`src/rtl/dtob_key_encoder.sv`:
```
// Decimal-to-binary key encoder.
// Ten raw key lines pass through a two-flop synchronizer. A small FSM then
// debounces both the press and the release. The accepted pattern is
// priority-encoded to a BCD digit, with the highest set bit winning.
// Each accepted press raises a single-cycle valid strobe.
module dtob_key_encoder #(
    parameter int unsigned DEBOUNCE_CYCLES = 4
) (
    input  logic       clk,
    input  logic       rst,
    input  logic [9:0] key,
    output logic [3:0] bcd,
    output logic       valid,
    output logic       multi,
    output logic       held
);

    localparam logic [1:0] ST_IDLE     = 2'd0;
    localparam logic [1:0] ST_DEBOUNCE = 2'd1;
    localparam logic [1:0] ST_HELD     = 2'd2;
    localparam logic [1:0] ST_RELEASE  = 2'd3;

    localparam logic [7:0] CNT_LAST = 8'(DEBOUNCE_CYCLES - 1);

    // Index of the highest set bit; 0 for an all-zero pattern.
    function automatic logic [3:0] encode_highest(input logic [9:0] v);
        logic [3:0] r;
        r = 4'd0;
        for (int i = 0; i < 10; i++) begin
            if (v[i]) begin
                r = 4'(i);
            end else begin
                r = r;
            end
        end
        return r;
    endfunction

    // True when more than one bit is set. Clearing the lowest set bit
    // leaves a nonzero value only if another bit was also set.
    function automatic logic more_than_one(input logic [9:0] v);
        return ((v & (v - 10'd1)) != 10'd0);
    endfunction

    logic [9:0] s1_r;
    logic [9:0] ks_r;
    logic [1:0] state_r;
    logic [9:0] cand_r;
    logic [7:0] cnt_r;
    logic [3:0] bcd_r;
    logic       valid_r;
    logic       multi_r;
    logic       held_r;

    logic [1:0] state_s;
    logic [9:0] cand_s;
    logic [7:0] cnt_s;
    logic       accept_s;

    // Next-state logic for the debounce FSM.
    always_comb begin
        state_s  = state_r;
        cand_s   = cand_r;
        cnt_s    = cnt_r;
        accept_s = 1'b0;
        case (state_r)
            ST_IDLE: begin
                if (ks_r != 10'd0) begin
                    cand_s  = ks_r;
                    cnt_s   = 8'd0;
                    state_s = ST_DEBOUNCE;
                end else begin
                    state_s = ST_IDLE;
                end
            end
            ST_DEBOUNCE: begin
                if (ks_r == 10'd0) begin
                    state_s = ST_IDLE;
                end else if (ks_r != cand_r) begin
                    cand_s = ks_r;
                    cnt_s  = 8'd0;
                end else if (cnt_r == CNT_LAST) begin
                    state_s  = ST_HELD;
                    accept_s = 1'b1;
                end else begin
                    cnt_s = cnt_r + 8'd1;
                end
            end
            ST_HELD: begin
                if (ks_r == 10'd0) begin
                    cnt_s   = 8'd0;
                    state_s = ST_RELEASE;
                end else begin
                    state_s = ST_HELD;
                end
            end
            ST_RELEASE: begin
                // A nonzero sample here is treated as release bounce of the
                // same press, so the FSM returns to HELD without a new strobe.
                if (ks_r != 10'd0) begin
                    state_s = ST_HELD;
                end else if (cnt_r == CNT_LAST) begin
                    state_s = ST_IDLE;
                end else begin
                    cnt_s = cnt_r + 8'd1;
                end
            end
            default: begin
                state_s = ST_IDLE;
                cand_s  = 10'd0;
                cnt_s   = 8'd0;
            end
        endcase
    end

    // Two-flop synchronizer on the asynchronous key lines.
    always_ff @(posedge clk or posedge rst) begin
        if (rst) begin
            s1_r <= 10'd0;
            ks_r <= 10'd0;
        end else begin
            s1_r <= key;
            ks_r <= s1_r;
        end
    end

    // FSM state, candidate pattern and debounce counter.
    always_ff @(posedge clk or posedge rst) begin
        if (rst) begin
            state_r <= ST_IDLE;
            cand_r  <= 10'd0;
            cnt_r   <= 8'd0;
        end else begin
            state_r <= state_s;
            cand_r  <= cand_s;
            cnt_r   <= cnt_s;
        end
    end

    // Registered outputs; bcd and multi change only when a press is accepted.
    always_ff @(posedge clk or posedge rst) begin
        if (rst) begin
            bcd_r   <= 4'd0;
            valid_r <= 1'b0;
            multi_r <= 1'b0;
            held_r  <= 1'b0;
        end else begin
            valid_r <= accept_s;
            held_r  <= (state_s == ST_HELD) || (state_s == ST_RELEASE);
            if (accept_s) begin
                bcd_r   <= encode_highest(cand_r);
                multi_r <= more_than_one(cand_r);
            end else begin
                bcd_r   <= bcd_r;
                multi_r <= multi_r;
            end
        end
    end

    assign bcd   = bcd_r;
    assign valid = valid_r;
    assign multi = multi_r;
    assign held  = held_r;

endmodule

```
`config.mk`:
```
export PLATFORM = sky130hd
export DESIGN_NAME = dtob_key_encoder
export DESIGN_NICKNAME = d
export VERILOG_FILES = /design/src/rtl/dtob_key_encoder.sv
export SDC_FILE = /design/constraint.sdc
export NUM_CORES = 1
export LEC_CHECK = 0
export ABC_CLOCK_PERIOD_IN_PS = 3550
export BUFFER_PORTS_ARGS = -buffer_cell sky130_fd_sc_hd__buf_2
export CAP_MARGIN = 20
export CORE_ASPECT_RATIO = 1.1
export CORE_UTILIZATION = 41
export DETAILED_ROUTE_END_ITERATION = 10
export GPL_TIMING_DRIVEN = 0
export SLEW_MARGIN = 30
export SYNTH_ARGS = -nofsm -noshare
export SYNTH_HDL_FRONTEND = slang
export SYNTH_SLANG_ARGS = --single-unit
```
`constraint.sdc`:
```
create_clock -name clk -period 3.55 [get_ports clk]
set_input_delay 0.5325 -clock clk [delete_from_list [all_inputs] [get_ports clk]]
set_output_delay 0.5325 -clock clk [all_outputs]
set_load 0.1 [all_outputs]
```
# Yosys cells after proc, flatten, opt, wreduce, memory -nomap -nowiden
# Cells that the tools add are included.
op_classes:
  n_addsub: 2
  eq_ne: 12
  n_mux: 32
  n_bitwise: 1
  reduce_logical: 8
op_table:
  columns: ["operator", "n"]
  rows:
  - ["8-bit 2-to-1 mux", 6]
  - ["4-bit 2-to-1 mux", 8]
  - ["8-bit case mux with 4 select lines", 1]
  - ["10-bit 2-to-1 mux", 3]
  - ["10-bit case mux with 2 select lines", 1]
  - ["10-bit nonzero test", 2]
  - ["10-bit AND", 1]
  - ["10-bit logical NOT", 1]
  - ["2-bit 2-to-1 mux", 5]
  - ["10-bit != test", 1]
  - ["2-bit != test, second input constant", 5]
  - ["10-bit by 1-bit subtractor with 10-bit output, second input constant", 1]
  - ["8-bit by 1-bit adder with 8-bit output, second input constant", 1]
  - ["2-bit equality test, second input constant", 4]
  - ["8-bit by 2-bit equality test with 1-bit output, second input constant", 1]
  - ["2-bit case mux with 4 select lines", 1]
  - ["4-bit AND reduction", 2]
  - ["1-bit 2-to-1 mux", 7]
  - ["2-bit by 1-bit equality test with 1-bit output, second input constant", 1]
  - ["2-bit logical NOT", 1]
  - ["2-bit nonzero test", 1]
  - ["1-bit logical OR", 1]
word_totals:
  reg_bits: 47
  out_inout_bits: 7
  word_cells: 64

# Logic depth before layout (Yosys ltp)
# Gate-level depths: netlist of the first run.
depth:
  word_depth: 9
  depth_mapped: 8
  mapped_depth_nobuf: 7

# Least setup slack after synthesis of the first run
# OpenSTA, ideal clock, no wires.
synth_path:
  path_type: "register to register"
  start: "reg cnt_r[3]"
  end: "reg bcd_r[0] (netlist: bcd[0])"
  setup_time_ps: 125
  arrival_ps: 1929
  required_time_ps: 3425
  setup_slack_ps: 1496
  stages_incl_launch_ff: 7
  n_path_buf: 0
  path_cell_list: "dfrtp_1 > or4_1 > or3_1 > clkinv_1 > and3_4 > nand3b_4 > mux2_4"
synth_via:
  elab_chain_len: 5
synth_rtl:
  columns: ["element", "line_no", "text"]
  rows:
  - ["from (decl)", "49", "logic [7:0] cnt_r;"]
  - ["from (signal assigned)", "136", "cnt_r <= cnt_s;"]
  - ["8-bit by 2-bit equality test with 1-bit output", "82", "end else if (cnt_r == CNT_LAST) begin"]
  - ["1-bit 2-to-1 mux", "82", null]
  - ["1-bit 2-to-1 mux", "79", "end else if (ks_r != cand_r) begin"]
  - ["1-bit 2-to-1 mux", "77", "if (ks_r == 10'd0) begin"]
  - ["1-bit 2-to-1 mux", "66", "case (state_r)"]
  - ["to (signal assigned)", "151", "bcd_r <= encode_highest(cand_r);"]
  - ["to (signal assigned)", "154", "bcd_r <= bcd_r;"]
  - ["to (decl)", "50", "logic [3:0] bcd_r;"]
# No other way between the ends.
# A chain may end at the register's enable or synchronous reset.

# Worst setup path in the final report of the first run
layout_path:
  start: "reg cnt_r[3]"
  end: "reg cnt_r[5]"
layout_via:
  elab_chain_len: 5
layout_rtl:
  columns: ["element", "line_no"]
  rows:
  - ["8-bit by 1-bit adder with 8-bit output / 8-bit by 2-bit equality test with 1-bit output (equally long branches)", null]
  - ["8-bit 2-to-1 mux (*)", "82, 102"]
  - ["8-bit 2-to-1 mux", "79"]
  - ["8-bit 2-to-1 mux", "77"]
  - ["8-bit case mux with 4 select lines (*)", "66"]
# Mark *: on every way between the ends. The rest lies on a longest branch, timed or not. The select of a mux whose other input is x is not followed.

==> results of run 1 <==
## cell families after synthesis
| kind of cell | count (synthesis) | share of synthesized area |
|---|---|---|
| AND/OR/NAND/NOR | 51 | 0.1416 |
| flip-flops | 47 | 0.5864 |
| AO/OA/AOI/OAI | 28 | 0.09358 |
| multiplexers | 16 | 0.09794 |
| XOR/XNOR | 11 | 0.04804 |
| buffers and inverters | 8 | 0.01559 |
| adder cells (fa/ha/maj) | 3 | 0.01684 |
## final timing paths
check / end / slack (ns) / depth (start not counted)
setup / recovery: cnt_r[5]$_DFFE_PP0P_ / 1.30 / 5
hold / removal: ks_r[4]$_DFF_PP0_ / 0.25 / 2
setup reg to reg: cnt_r[5]$_DFFE_PP0P_ / 1.30 / 5
hold reg to reg: ks_r[0]$_DFF_PP0_ / 0.35 / 0
max in group asynchronous: bcd[3]$_DFFE_PP0P_ / 2.81 / 3
min in group clk: s1_r[7]$_DFF_PP0_ / 0.33 / 1
## Yosys cell counts (all sizes together)
library cell and count:
a22o 1, maj3 2, xnor2 9, clkinv 1, nor4 5, ha 1
mux2i 2, clkbuf 2, o21bai 3, o221ai 1, o21ai 6, or3 2
o32ai 1, nand2 12, a21o 2, o22a 3, nand2b 1, dfrtp 47
xor2 2, and3 1, or4 2, nor3 2, inv 4, o31ai 1
mux2 14, nand3 3, a221o 1, nor2 15, a21oi 8, or2b 1
nand4 3, nand3b 1, o211ai 1, buf 1, or2 3
## metal layers
metal,global-route usage,wire [um],vias to the layer above,share of wire
li1,-,-,634,-
met1,0.1953,1520,632,0.47
met2,0.2429,1556,25,0.48
met3,0.04940,126,5,0.039
met4,0.06481,59,0,0.018
met5,0,0,-,0
## worst max-delay path, delay by kind of cell (launching register included)
kind / cells / cell delay (ns)
AOI/OAI and AO/OA: 2 / 0.62
and+or+nand+nor: 3 / 1.04
DFF: 1 / 0.46
## sequential cells by signal, summed over array words and instances, names as in the netlist
signal	count
cand_r	10
valid	1
s1_r	10
held	1
bcd	4
ks_r	10
cnt_r	8
state_r	2
multi	1
## through the flow
step / util / total power (uW) / hold slack [ns] / std cells
after CTS: 0.4928 / 1029 / 0.2605 / 247
after global placement: 0.4623 / 624.8 / 0.3329 / 238
after detailed placement: 0.4682 / 631.1 / 0.3347 / 239
after floorplan: - / 610.1 / 0.3312 / 164
after global routing: 0.4928 / 1059 / 0.2805 / 247
final: 0.4928 / 1017 / 0.2462 / 247
## area by class of cell
type                    count  area [sq um]
multi-input cells         109         798.3
clock buffers               5         68.82
well taps                  56         70.07
plain buffers               3         12.51
clock inverters             3         46.29
fillers                   424          2376
inverters                   5         18.77
flip-flops and latches     47          1176
repair buffers             19         117.6
## power by group
part | switching, uW | internal [uW]
Clock | 186 | 212
Combinational | 25.5 | 24.6
Sequential | 16.4 | 552
==> results.tsv, run 1 <==
stage	metric	value	unit
sta	fin_ws	1.299	ns
sta	clock_skew	0.01066	ns
setup_path	cp.arrival	2.43	ns
sta	slew_viol_final	0	
logic_synthesis	yosysSeqAreaShare	0.5864	
die	core_area	4684	sq um
clock_network	ctsResizeCount	0	
layout	nets	203	
setup_path	cpMaxStageDelayCell	or4_1	
clock_network	worstSkewPairLatency	0.30	ns
routing	antenna_left	0	
clock_network	cts_root_buffer	clkbuf_8	
sta	finalSetupViolCount	0	
sta	fin_crit	2.251	ns
global_routing	antenna_found_initial	0	
logic_synthesis	ys_ff_latch	47	
clock_network	cts.path.max_buffers	2	
clock_network	hold_buffers	0	
routing	drt-total-wl	3262	um
logic_synthesis	avgSynthCellArea	12.23	sq um
outcome	status	complete, no violations	
die	fp.dieH	75.36	um
global_routing	grt_pass1_wl	5720	um
logic_synthesis	synth.top_cell.area_share	0.5864	
sta	period_share	0.6341	
logic_synthesis	syn_inst	164	
sta	rsz0062_at_grt	false	
layout	final_cell_mix	dfrtp_1, buf_2, nor2_1, nand2_1	
placement	dpl_worst_slack	1.325	ns
setup_path	startpoint_type	flop	
setup_path	crit_fanout	8	
clock_network	postCtsSetupBuffers	0	
global_routing	overflow	0	
sta	worst_pin_slew	0.5675	ns
logic_synthesis	synth_area_leaders	dfrtp_1, mux2_2, xnor2_1, mux2_4, nor2_1	
setup_path	crit_start	cnt_r[3]$_DFFE_PP0P_	
sta	fmax	444.3	MHz
global_routing	grt_use_total	0.1542	
setup_path	crit_chain	or4_1 > or3_1 > o211ai_1 > nor2_1 > a221o_1	
clock_network	cts_made_buffers	5	
layout	n_antenna_cell	0	
layout	finalInstanceArea	2308	sq um
pwr	leakage	0.001032	uW
layout	drive_gt1_frac	0.2723	
die	rows	26	
routing	drt_pass1_iterations	4	
setup_path	crit_type	reg2reg	
setup_path	end_kind	flop	
routing	drc	0	
placement	dpl.hpwl	2357	um
pwr	irDropWorstVdd	329.0	uV
logic_synthesis	synth_nets	177	
placement	port_buffers	18	
die	ios	19	
logic_synthesis	yosysTopAreaCell	dfrtp_1	
hold_path	holdCritPathClass	in2async	
routing	vias	1296	
die	die_area	5176	sq um
layout	final_common_cell	dfrtp_1	
clock_network	clock-sinks	47	
logic_synthesis	synth.distinct_cells	40	
routing	drt-initial-drc-count	82	
global_routing	grt_pass1_vias	1258	
die	die_x	68.69	um
routing	viasPerCell	5.247	
sta	slew-limit-headroom	0.6200	
global_routing	grt_max_degree	26	
setup_path	worst_ep_required_time	3.73	ns
placement	gp_congestion	0.7794	
setup_path	worstReg2RegStart	cnt_r[3]$_DFFE_PP0P_	
routing	wire_per_inst	13.21	um
logic_synthesis	yosysWarningCount	0	
sta	finalHoldViolations	0	
placement	postPlaceCellArea	2193	sq um
layout	area_growth	15.10	%
job	max_cap_violations	0	
pwr	power_density	440.7	nW/um^2
clock_network	path_clk_slew	0.09	ns
setup_path	cp_slowest_stage_delay	0.55	ns
clock_network	tritoncts	built	
sta	tns	0	ns
die	start_util	0.4282	
clock_network	htree_levels	2	
logic_synthesis	synth_area	2006	sq um
Power figures use the tool's default switching activity.
==> inputs of run 2 (changes only) <==
--- a/config.mk
+++ b/config.mk
@@ -5,7 +5,7 @@
 export SDC_FILE = /design/constraint.sdc
 export NUM_CORES = 1
 export LEC_CHECK = 0
-export ABC_CLOCK_PERIOD_IN_PS = 3550
+export ABC_CLOCK_PERIOD_IN_PS = 2050
 export BUFFER_PORTS_ARGS = -buffer_cell sky130_fd_sc_hd__buf_2
 export CAP_MARGIN = 20
 export CORE_ASPECT_RATIO = 1.1
==> constraint.sdc (replaced) <==
create_clock -name clk -period 2.05 [get_ports clk]
set_input_delay 0.3075 -clock clk [delete_from_list [all_inputs] [get_ports clk]]
set_output_delay 0.3075 -clock clk [all_outputs]
set_load 0.1 [all_outputs]
==> run 2 against run 1 <==
  * Highest routed layer unchanged
  * Core utilization is 4.5 points higher
  * Setup slack worse by 1.3 ns
  * Sequential cell count unchanged
  * Critical path depth grew 1
  * Worst hold slack lost 0.17 ns
  * The run now ends with setup timing left
  * Count of clock-buffer cells in the layout did not move
  * Die area unchanged
==> results.tsv, run 2 (same netlist as run 1, synthesis figures left out) <==
stage	metric	value	unit
outcome	status	complete, but fails checks	
outcome	violations	setup timing	
setup_path	startpoint_type	flop	
global_routing	overflow	0	
setup_path	crit_chain	or4_1 > or3_4 > clkinv_2 > and3_4 > nand3b_4 > mux2_4	
setup_path	crit_buf_inv	1	
clock_network	worstSkewPairLatency	0.30	ns
clock_network	clock-sinks	47	
global_routing	grt_pass1_vias	1358	
sta	finalSetupViolCount	6	
die	rows	26	
layout	reg_top3	cand_r: 10 flops, ks_r: 10 flops, s1_r: 10 flops	
die	start_util	0.4282	
die	ios	19	
setup_path	crit_fanout	5	
die	die_x	68.69	um
routing	vias	1395	
job	max_cap_violations	0	
pwr	power_density	702.3	nW/um^2
routing	antenna_left	0	
sta	slew-limit-headroom	0.5749	
die	fp.dieH	75.36	um
setup_path	crit_type	reg2reg	
global_routing	grt_max_degree	30	
global_routing	grt_pass1_wl	6044	um
routing	drt-initial-drc-count	71	
global_routing	grt_use_total	0.1627	
die	die_area	5176	sq um
routing	drt_pass1_iterations	4	
clock_network	tritoncts	built	
setup_path	cp.arrival	2.28	ns
clock_network	path_clk_slew	0.08	ns
sta	fmax	478.2	MHz
layout	nets	218	
die	core_area	4684	sq um
layout	fillerInstances	412	
clock_network	cts_made_buffers	5	
placement	dpl.hpwl	2385	um
routing	drc	0	
layout	area_growth	25.58	%
clock_network	cts.path.max_buffers	2	
hold_path	holdCritPathClass	in2async	
layout	n_antenna_cell	0	
sta	finalHoldViolations	0	
setup_path	cpMaxStageDelayCell	or4_1	
sta	clock_skew	0.003994	ns
sta	timing.hold.ws	0.08081	ns
setup_path	critPathTopFamily	simple AND/OR/NAND/NOR gates	
setup_path	worst_ep_required_time	2.24	ns
global_routing	antenna_found_initial	0	
layout	final_common_cell	dfrtp_1	
sta	worst_pin_slew	0.6367	ns
placement	port_buffers	18	
setup_path	end_kind	flop	
layout	drive_gt1_frac	0.4272	
sta	rsz0062_at_grt	true	
sta	period_share	1.020	
clock_network	cts_root_buffer	clkbuf_8	
sta	fin_ws	-0.04131	ns
routing	wire_per_inst	14.56	um
routing	drt-total-wl	3815	um
layout	fin_util	0.5377	
pwr	irDropWorstVdd	490.9	uV
setup_path	timing.reg2reg.setup_slack	-0.04	ns
placement	gp_congestion	0.7771	
sta	fin_crit	2.091	ns
clock_network	hold_buffers	0	
routing	viasPerCell	5.324	
layout	final_cell_mix	dfrtp_1, buf_2, buf_4, nor2_1, nand2_1	
sta	slew_viol_final	0	
setup_path	cp_slowest_stage_delay	0.50	ns
clock_network	htree_levels	2	
pwr	leakage	0.001141	uW
-- run 2: final cells by class --
| class | instances | area [sq um] | share of cell area |
|---|---|---|---|
| Clock inverter | 3 | 46.29 | 0.01838 |
| Inverter | 5 | 20.02 | 0.007948 |
| Buffer | 3 | 23.77 | 0.009439 |
| Clock buffer | 5 | 68.82 | 0.02732 |
| Sequential cell | 47 | 1181 | 0.4689 |
| Tap cell | 56 | 70.07 | 0.02782 |
| Timing Repair Buffer | 34 | 230.2 | 0.09141 |
| Multi-Input combinational cell | 109 | 878.3 | 0.3487 |
-- run 2: report_power, final --
| part | total [uW] | switching [uW] | leakage [uW] | internal [uW] |
|---|---|---|---|---|
| clock network | 684 | 317 | 0.0000548 | 367 |
| logic | 98.0 | 49.9 | 0.000511 | 48.1 |
| registers | 987 | 29.9 | 0.000576 | 957 |
| total | 1770 | 397 | 0.00114 | 1370 |
-- run 2: final timing paths --
| path | depth (start not counted) | end | startpoint |
|---|---|---|---|
| max | 6 | bcd[0]$_DFFE_PP0P_ | cnt_r[3]$_DFFE_PP0P_ |
| min | 2 | cnt_r[2]$_DFFE_PP0P_ | rst |
| max reg2reg | 6 | bcd[0]$_DFFE_PP0P_ | cnt_r[3]$_DFFE_PP0P_ |
| min reg2reg | 0 | ks_r[3]$_DFF_PP0_ | s1_r[3]$_DFF_PP0_ |
| max in group asynchronous | 3 | bcd[0]$_DFFE_PP0P_ | rst |
| min in group clk | 1 | s1_r[6]$_DFF_PP0_ | key[6] |
-- run 2: per-stage QoR --
stage | worst slack [ns] | setup TNS [ns] | cells | power [uW] | cell area, sq um
after floorplan | -0.004034 | -0.02017 | 164 | 1057 | 2006
after global placement | -0.1218 | -1.049 | 238 | 1082 | 2166
after detailed placement | -0.2135 | -1.988 | 239 | 1094 | 2193
after CTS | -0.05117 | -0.1995 | 258 | 1784 | 2434
after global routing | -0.1151 | -0.6602 | 262 | 1835 | 2519
final | -0.04131 | -0.2286 | 262 | 1769 | 2519
-- run 2: repair_timing --
item | 4_1_cts | 5_1_grt
gates cloned | 0 | 1
setup endpoints to repair | 19 | 19
pin swaps | 4 | 8
buffers inserted | 11 | 3
endpoints found under the hold margin | 0 | 0
gates resized for setup | 14 | 16
-- run 2: per-layer routing --
| metal | share of wire | track usage | vias up |
|---|---|---|---|
| li1 | - | - | 669 |
| met2 | 0.50 | 0.2636 | 33 |
| met4 | 0.020 | 0.06944 | 0 |
| met3 | 0.034 | 0.05090 | 8 |
| met5 | 0 | 0 | - |
| met1 | 0.45 | 0.1998 | 685 |
-- run 2: worst reg2reg max path, stage by stage (launching register included) --
cell and delay, ns:
dfrtp_2 0.42, or4_1 0.50, or3_4 0.36, clkinv_2 0.07, and3_4 0.20, nand3b_4 0.13, mux2_4 0.31
==> inputs of run 3 (changes only) <==
--- a/config.mk
+++ b/config.mk
@@ -12,7 +12,9 @@
 export CORE_UTILIZATION = 41
 export DETAILED_ROUTE_END_ITERATION = 10
 export GPL_TIMING_DRIVEN = 0
+export SKIP_CTS_REPAIR_TIMING = 1
 export SLEW_MARGIN = 30
 export SYNTH_ARGS = -nofsm -noshare
 export SYNTH_HDL_FRONTEND = slang
 export SYNTH_SLANG_ARGS = --single-unit
+export TNS_END_PERCENT = 50
==> run 3 against run 2 <==
  * First-iteration DRC count up 23%
  * Sequential share of layout area up 1.1 points
  * The flow still finishes with violations (setup timing)
  * Cell area down 2.2%
  * Core utilization down 1.2 points
  * Highest routed layer unchanged
  * Cell count down 1.9%
  * Critical path depth unchanged
  * Maximum frequency down 2.3%
  * Non-clock buffer count down 5
  * Wire length down 2.6%
==> results.tsv, run 3 (same netlist as run 1, synthesis figures left out) <==
stage	metric	value	unit
outcome	status	complete, but fails checks	
outcome	violations	setup timing	
hold_path	holdCritPathClass	in2async	
layout	fin_util	0.5256	
setup_path	critPathTopFamily	simple AND/OR/NAND/NOR gates	
sta	slew-limit-headroom	0.5748	
global_routing	grt_use_total	0.1563	
routing	viasPerCell	5.370	
sta	fmax	467.0	MHz
routing	drc	0	
global_routing	overflow	0	
setup_path	crit_fanout	5	
clock_network	path_clk_slew	0.09	ns
layout	reg_top3	cand_r: 10 flops, ks_r: 10 flops, s1_r: 10 flops	
layout	drive_gt1_frac	0.4080	
die	start_util	0.4282	
setup_path	startpoint_type	flop	
sta	fin_ws	-0.09114	ns
setup_path	crit_chain	or4_4 > or3_4 > inv_2 > and3_4 > nand3b_4 > mux2_4	
global_routing	met2_usage	0.2516	
routing	antenna_left	0	
clock_network	htree_levels	2	
global_routing	grtUsageMet1	0.1977	
clock_network	cts.path.max_buffers	2	
setup_path	worst_ep_required_time	2.24	ns
pwr	irDropWorstVdd	487.9	uV
setup_path	end_kind	flop	
global_routing	grtUsageMet3	0.04491	
routing	wire_per_inst	14.46	um
clock_network	tritoncts	built	
sta	finalHoldViolations	0	
pwr	leakage	0.001112	uW
global_routing	grt_max_degree	30	
clock_network	clock-sinks	47	
setup_path	cpMaxStageDelayCell	or4_4	
sta	worst_pin_slew	0.6368	ns
global_routing	gr-max-usage-layer	met2	
layout	n_antenna_cell	0	
die	die_x	68.69	um
global_routing	antenna_found_initial	0	
clock_network	cts_made_buffers	5	
setup_path	cp.arrival	2.33	ns
die	core_area	4684	sq um
clock_network	cts_root_buffer	clkbuf_8	
routing	drt-initial-drc-count	87	
placement	dpl.hpwl	2385	um
setup_path	crit_type	reg2reg	
die	fp.dieH	75.36	um
setup_path	crit_buf_inv	1	
die	ios	19	
layout	area_growth	22.77	%
sta	finalSetupViolCount	8	
layout	final_cell_mix	dfrtp_1, buf_2, nor2_1, nand2_1, buf_4	
sta	rsz0062_at_grt	true	
routing	drt_pass1_iterations	4	
job	max_cap_violations	0	
placement	port_buffers	18	
sta	slew_viol_final	0	
pwr	power_density	719.1	nW/um^2
die	die_area	5176	sq um
global_routing	grt_pass1_wl	5851	um
clock_network	worstSkewPairLatency	0.30	ns
sta	period_share	1.044	
die	rows	26	
placement	dpl_worst_slack	-0.2135	ns
layout	fillerInstances	421	
sta	clock_skew	0.003867	ns
layout	final_common_cell	dfrtp_1	
routing	drt-total-wl	3715	um
layout	nets	213	
setup_path	cp_slowest_stage_delay	0.53	ns
sta	fin_crit	2.141	ns
placement	gp_congestion	0.7771	
routing	vias	1380	
global_routing	grt_pass1_vias	1301	
==> run 3: path summary, 6_finish.rpt <==
kind                                       from                   end  slack (ns)  cells past startpoint
setup reg to reg           cnt_r[3]$_DFFE_PP0P_    bcd[2]$_DFFE_PP0P_       -0.09                      6
hold / removal                              rst  cnt_r[2]$_DFFE_PP0P_        0.08                      2
max in group asynchronous                   rst     ks_r[7]$_DFF_PP0_        1.45                      3
hold reg to reg               s1_r[0]$_DFF_PP0_     ks_r[0]$_DFF_PP0_        0.35                      0
setup / recovery           cnt_r[3]$_DFFE_PP0P_    bcd[2]$_DFFE_PP0P_       -0.09                      6
min in group clk                         key[8]     s1_r[8]$_DFF_PP0_        0.11                      1
==> run 3: metrics by stage <==
step | cell area (sq um) | setup TNS (ns) | cells | total power (uW) | hold WS (ns)
after floorplan | 2006 | -0.02017 | 164 | 1057 | 0.3312
after global placement | 2166 | -1.049 | 238 | 1082 | 0.3328
after detailed placement | 2193 | -1.988 | 239 | 1094 | 0.3347
after CTS | 2308 | -2.422 | 247 | 1778 | 0.09937
after global routing | 2462 | -1.966 | 257 | 1837 | 0.08953
final | 2462 | -0.6190 | 257 | 1771 | 0.08244
==> run 3: area by class of cell <==
type,instances,area (sq um),share of cell area
timing repair buffer,30,200.2,0.08130
inverter,5,18.77,0.007622
multi-input combinational,109,867.1,0.3521
clock buffer,5,68.82,0.02795
tap,56,70.07,0.02846
clock inverter,3,46.29,0.01880
buffer,2,10.01,0.004065
sequential,47,1181,0.4797
==> run 3: report_power, final <==
group          internal [uW]  leakage, uW  switching (uW)
sequential               957     0.000577            33.2
combinational           47.3     0.000480            46.5
clock                    367    0.0000548             320
total                   1370      0.00111             399
==> run 3: routing by layer <==
metal | up-vias | routed length [um]
met2 | 38 | 1831
met3 | 6 | 139
met4 | 0 | 56
met5 | - | 0
li1 | 655 | -
met1 | 681 | 1688
